File: config.mk
export PLATFORM = sky130hd
export DESIGN_NAME = adder_pipe
export DESIGN_NICKNAME = d
export VERILOG_FILES = /design/src/rtl/alu_pkg.sv /design/src/rtl/adder_pipe_slice.sv /design/src/rtl/full_adder.sv /design/src/rtl/adder_pipe.sv
export SDC_FILE = /design/constraint.sdc
export NUM_CORES = 1
export LEC_CHECK = 0
export BUFFER_PORTS_ARGS = -buffer_cell sky130_fd_sc_hd__buf_4
export CAP_MARGIN = 20
export CORE_ASPECT_RATIO = 0.9
export CORE_UTILIZATION = 28
export DETAILED_ROUTE_END_ITERATION = 16
export GPL_ROUTABILITY_DRIVEN = 0
export MAX_ROUTING_LAYER = met4
export SLEW_MARGIN = 0
export SYNTH_ARGS = -nofsm -noshare
export SYNTH_HDL_FRONTEND = slang
export SYNTH_HIERARCHICAL = 1
export SYNTH_SLANG_ARGS = --single-unit
File: constraint.sdc
create_clock -name clk -period 5.7 [get_ports clk]
set_clock_uncertainty 0.15 [all_clocks]
set_input_delay 0.285 -clock clk [delete_from_list [all_inputs] [get_ports clk]]
set_output_delay 0.285 -clock clk [all_outputs]
set_load 0.1 [all_outputs]
File: src/rtl/alu_pkg.sv
// rtl/alu_pkg.sv - shared ALU width, add/sub op encoding and a sizing helper
package alu_pkg;

    localparam int ALU_W = 18;

    typedef enum logic {
        ALU_ADD = 1'b0,
        ALU_SUB = 1'b1
    } alu_op_e;

    function automatic int ceil_div(input int num, input int den);
        return (num + den - 1) / den;
    endfunction

endpackage

File: src/rtl/adder_pipe_slice.sv
// rtl/adder_pipe_slice.sv - W-bit ripple-carry slice built from a full_adder chain
module adder_pipe_slice #(
    parameter int W = 6
) (
    input  logic [W-1:0] a,
    input  logic [W-1:0] b,
    input  logic         cin,
    output logic [W-1:0] sum,
    output logic         cout
);

    logic [W:0] c;

    assign c[0] = cin;

    for (genvar i = 0; i < W; i++) begin : g_fa
        full_adder u_fa (
            .a    (a[i]),
            .b    (b[i]),
            .cin  (c[i]),
            .sum  (sum[i]),
            .cout (c[i+1])
        );
    end

    assign cout = c[W];

endmodule

File: src/rtl/full_adder.sv
// rtl/full_adder.sv - single-bit full adder cell
module full_adder (
    input  logic a,
    input  logic b,
    input  logic cin,
    output logic sum,
    output logic cout
);

    assign sum  = a ^ b ^ cin;
    assign cout = (a & b) | (cin & (a ^ b));

endmodule

File: src/rtl/adder_pipe.sv
// rtl/adder_pipe.sv - pipelined valid/ready add/subtract, carry chain split into STAGES slices
// Optional signed-overflow output enabled by defining ADDER_PIPE_OVF_EN.
module adder_pipe
    import alu_pkg::*;
#(
    parameter int N      = ALU_W,
    parameter int STAGES = 3
) (
    input  logic         clk,
    input  logic         rst_n,
    input  logic         in_valid,
    output logic         in_ready,
    input  logic [N-1:0] a,
    input  logic [N-1:0] b,
    input  logic         cin,
    input  logic         sub,
    output logic         out_valid,
    input  logic         out_ready,
    output logic [N-1:0] sum,
    output logic         cout
`ifdef ADDER_PIPE_OVF_EN
    ,
    output logic         ovf
`endif
);

    localparam int W      = (STAGES > 0) ? ceil_div(N, STAGES) : 1;
    localparam int LAST_W = N - W * (STAGES - 1);

    if (STAGES < 1 || LAST_W < 1) begin : g_bad_cfg
        $error("adder_pipe: STAGES=%0d leaves an empty slice for N=%0d", STAGES, N);
    end

    alu_op_e        op;
    logic [N-1:0]   bp;
    logic           c0;
    logic [STAGES:0] rdy;

    // Subtraction is a + ~b + 1, so the incoming cin is ignored for sub.
    assign op       = alu_op_e'(sub);
    assign bp       = (op == ALU_SUB) ? ~b : b;
    assign c0       = (op == ALU_SUB) ? 1'b1 : cin;
    assign rdy[STAGES] = out_ready;
    assign in_ready = rdy[0];

    for (genvar k = 0; k < STAGES; k++) begin : g_st
        localparam int LO = k * W;
        localparam int HI = (k == STAGES - 1) ? N - 1 : LO + W - 1;

        logic [N-1:LO] ai;
        logic [N-1:LO] bi;
        logic          ci;
        logic          vin;
        logic [HI:LO]  snew;
        logic          cnew;
        logic [HI:0]   s_next;
        logic [HI:0]   s_q;
        logic          c_q;
        logic          v_q;

        // ai/bi hold only the operand bits not yet consumed by earlier slices.
        if (k == 0) begin : g_src
            assign ai     = a;
            assign bi     = bp;
            assign ci     = c0;
            assign vin    = in_valid;
            assign s_next = snew;
        end else begin : g_src
            assign ai     = g_st[k-1].g_op.a_q;
            assign bi     = g_st[k-1].g_op.b_q;
            assign ci     = g_st[k-1].c_q;
            assign vin    = g_st[k-1].v_q;
            assign s_next = {snew, g_st[k-1].s_q};
        end

        adder_pipe_slice #(.W(HI - LO + 1)) u_slice (
            .a    (ai[HI:LO]),
            .b    (bi[HI:LO]),
            .cin  (ci),
            .sum  (snew),
            .cout (cnew)
        );

        assign rdy[k] = !v_q || rdy[k+1];

        always_ff @(posedge clk or negedge rst_n) begin
            if (!rst_n) begin
                v_q <= 1'b0;
                c_q <= 1'b0;
                s_q <= '0;
            end else if (rdy[k]) begin
                v_q <= vin;
                if (vin) begin
                    c_q <= cnew;
                    s_q <= s_next;
                end
            end
        end

        if (k < STAGES - 1) begin : g_op
            logic [N-1:HI+1] a_q;
            logic [N-1:HI+1] b_q;

            always_ff @(posedge clk or negedge rst_n) begin
                if (!rst_n) begin
                    a_q <= '0;
                    b_q <= '0;
                end else if (rdy[k] && vin) begin
                    a_q <= ai[N-1:HI+1];
                    b_q <= bi[N-1:HI+1];
                end
            end
        end else begin : g_out
            assign sum       = s_q;
            assign cout      = c_q;
            assign out_valid = v_q;

`ifdef ADDER_PIPE_OVF_EN
            // Sign bits of A and B' are the top operand bits consumed by this last slice.
            logic ovf_q;

            always_ff @(posedge clk or negedge rst_n) begin
                if (!rst_n) begin
                    ovf_q <= 1'b0;
                end else if (rdy[k] && vin) begin
                    ovf_q <= (ai[N-1] == bi[N-1]) && (s_next[N-1] != ai[N-1]);
                end
            end

            assign ovf = ovf_q;
`endif
        end
    end

endmodule

==> results.cfg <==
[grt]
grt_usage_pct = 10.67
grt_start_max_net_pins = 79
grt_first_pass_wirelength_um = 10450
grt_pass1_vias = 1966
gr-total-overflow = 0
grt_antenna_before_repair = 0

[cells_and_area]
drive_above_1_share_pct = 56.88
fin_nets = 332
areaGrowthSynthToFinish_pct = 22.46
antenna_cells = 0

[clock_network]
numClockSinks = 78
cts_buffers = 9
ctsLongestPathBuffers = 2
cts-hold-fix-buffers = 0
cts_setup_buffers = 0
clkTransAtPathRegs_ns = 0.06
ctsResizeCount = 0
cts_tree = done
h-tree-depth = 3
cts_root_buffer = clkbuf_16
clk_latency_ns = 0.33

[synthesis]
synth.area.top_cells = dfrtp_1 (52%), mux2_4 (20%), fa_1 (9.7%), mux2_2 (7.6%), xor2_1 (4.2%)
synth-seq-cells = 78
netlist_area_mm2 = 0.003726
synth.top_cell.area_share_pct = 52.38
yosysSeqAreaShare_pct = 52.38
syn_inst = 207
syn_avg_cell_area_um2 = 18.00
ys_warn_count = 6
yosys.area.top_type = dfrtp_1
ys_types = 14
synth_nets = 267

[critical_path]
r2r-start = g_st[0].g_op.a_q[6]$_DFFE_PN0P_
critPathKind = reg2reg
path_max_fanout = 2
cp-end-kind = flip-flop
r2r_end = g_st[1].s_q[11]$_DFFE_PN0P_
worstSetupStartpointType = flip-flop
critPathRequiredTime_ns = 5.77
worstPathArrival_ns = 3.53
reg2reg_depth = 7
r2r_slack_ns = 2.24

[drt]
first_iter_violations = 85
drcViolationCount = 0
via_per_inst = 4.050
drt-total-wl_um = 6355
drtAntennaViolNets = 0
wl_per_cell_um = 14.44
vias = 1782
drtPass1Iterations = 4

[power]
ir_worst_vdd_mv = 0.1836
power_density_mw_per_mm2 = 551.1
leakage_nw = 2.127

[run_status]
status = complete, but fails checks
violations = hold timing

[timing]
tightest_slew_ns = 0.9741
fin_crit_ns = 3.462
finalHoldViolCount = 78
setup_violations = 0
rsz0062_at_grt = false
finalCritPeriodShare_pct = 60.73
finalMaxSlewViolations = 0
fmax_mhz = 288.9
tns_ns = 0
whs_ns = -0.04335
slew_headroom_pct = 35.06

[placement]
hpwl_um = 4250
port_buffers = 62

[floorplan]
die_w_um = 123.6
start_util_pct = 29.03
core_area_mm2 = 0.01283
boundaryPins = 63
row_count = 39
die_h_um = 111.4
dieArea_mm2 = 0.01377

[worst_hold_path]
hp-class = in2async

[flow_run]
maxCapViolCount = 0
metal layers:
layer  track usage, %  routed length, um  vias to the layer above
met5                -                  0                        -
met4            2.892                 65                        0
met3            4.508                316                        6
met2            15.93               3088                       38
met1            13.15               2885                      900
li1                 -                  -                      838
worst max path at each step:
stage                                    start                          end  slack, ns  cells past startpoint
2_1_floorplan                              sub   g_st[0].s_q[5]$_DFFE_PN0P_       1.89                     10
3_3_place_gp                               sub   g_st[0].s_q[5]$_DFFE_PN0P_       1.96                      9
3_5_place_dp                               sub   g_st[0].s_q[5]$_DFFE_PN0P_       1.91                      9
4_1_cts        g_st[0].g_op.a_q[6]$_DFFE_PN0P_  g_st[1].s_q[11]$_DFFE_PN0P_       2.23                      7
5_1_grt        g_st[0].g_op.a_q[6]$_DFFE_PN0P_  g_st[1].s_q[11]$_DFFE_PN0P_       2.12                      7
6_report       g_st[0].g_op.a_q[6]$_DFFE_PN0P_  g_st[1].s_q[11]$_DFFE_PN0P_       2.24                      7
sequential cells by signal, indices dropped and copies added (netlist names):
| signal | cells |
|---|---|
| out_valid | 1 |
| g_st.g_op.a_q | 18 |
| g_st.s_q | 18 |
| cout | 1 |
| g_st.c_q | 2 |
| g_st.g_op.b_q | 18 |
| sum | 18 |
| g_st.v_q | 2 |
power by group:
part | total [W] | internal (W) | switching (W)
registers | 0.000867 | 0.000747 | 0.000121
logic | 0.00109 | 0.000393 | 0.000701
clock network | 0.000553 | 0.000347 | 0.000207
placed cells by master (no fill, tap or decap):
master,instances
mux2_4,50
clkinvlp_4,1
or2_2,1
fa_1,18
buf_4,62
clkinv_2,2
nand2b_1,4
bufinv_16,1
dfrtp_1,78
xor2_1,18
nand4b_4,1
clkbuf_1,1
clkbuf_16,9
nand2_4,3
mux2_2,25
clkbuf_8,1
nand3b_2,1
stage by stage:
step	area, um2	setup slack (ns)	power [W]	std cells	util, %
2_1_floorplan	3726	1.887	0.001746	207	-
5_1_grt	4563	2.118	0.002650	440	35.56
3_5_place_dp	4273	1.914	0.001987	425	33.29
4_1_cts	4563	2.226	0.002558	440	35.56
6_report	4563	2.238	0.002515	440	35.56
3_3_place_gp	4273	1.957	0.001974	425	33.29
synthesized netlist by cell type:
library cell,count
fa_1,18
buf_4,1
nand2_4,3
mux2_4,50
nand4b_4,1
nand3b_2,1
or2_2,1
dfrtp_1,78
buf_2,1
buf_12,5
mux2_2,25
nand2b_1,4
xor2_1,18
buf_6,1
worst max-delay path: stages (launching register included):
cell	delay (ns)
dfrtp_1	0.40
fa_1	0.45
fa_1	0.40
fa_1	0.42
fa_1	0.41
fa_1	0.42
fa_1	0.43
mux2_2	0.26
cells by family after synthesis:
| group | share of synthesized area [%] |
|---|---|
| xor gates and xnor gates | 4.231 |
| adders and majority gates | 9.671 |
| buffers and inverters | 3.324 |
| DFF | 52.38 |
| muxes | 27.70 |
| and+or+nand+nor | 2.686 |
final cells by class:
class,instances,area [um2]
fillers,1231,8270
flip-flops and latches,78,1952
multi-input cells,121,1650
repair buffers,62,465.4
clock buffers,11,242.7
well taps,164,205.2
clock inverters,4,47.55
(Power assumes the default switching activity.)
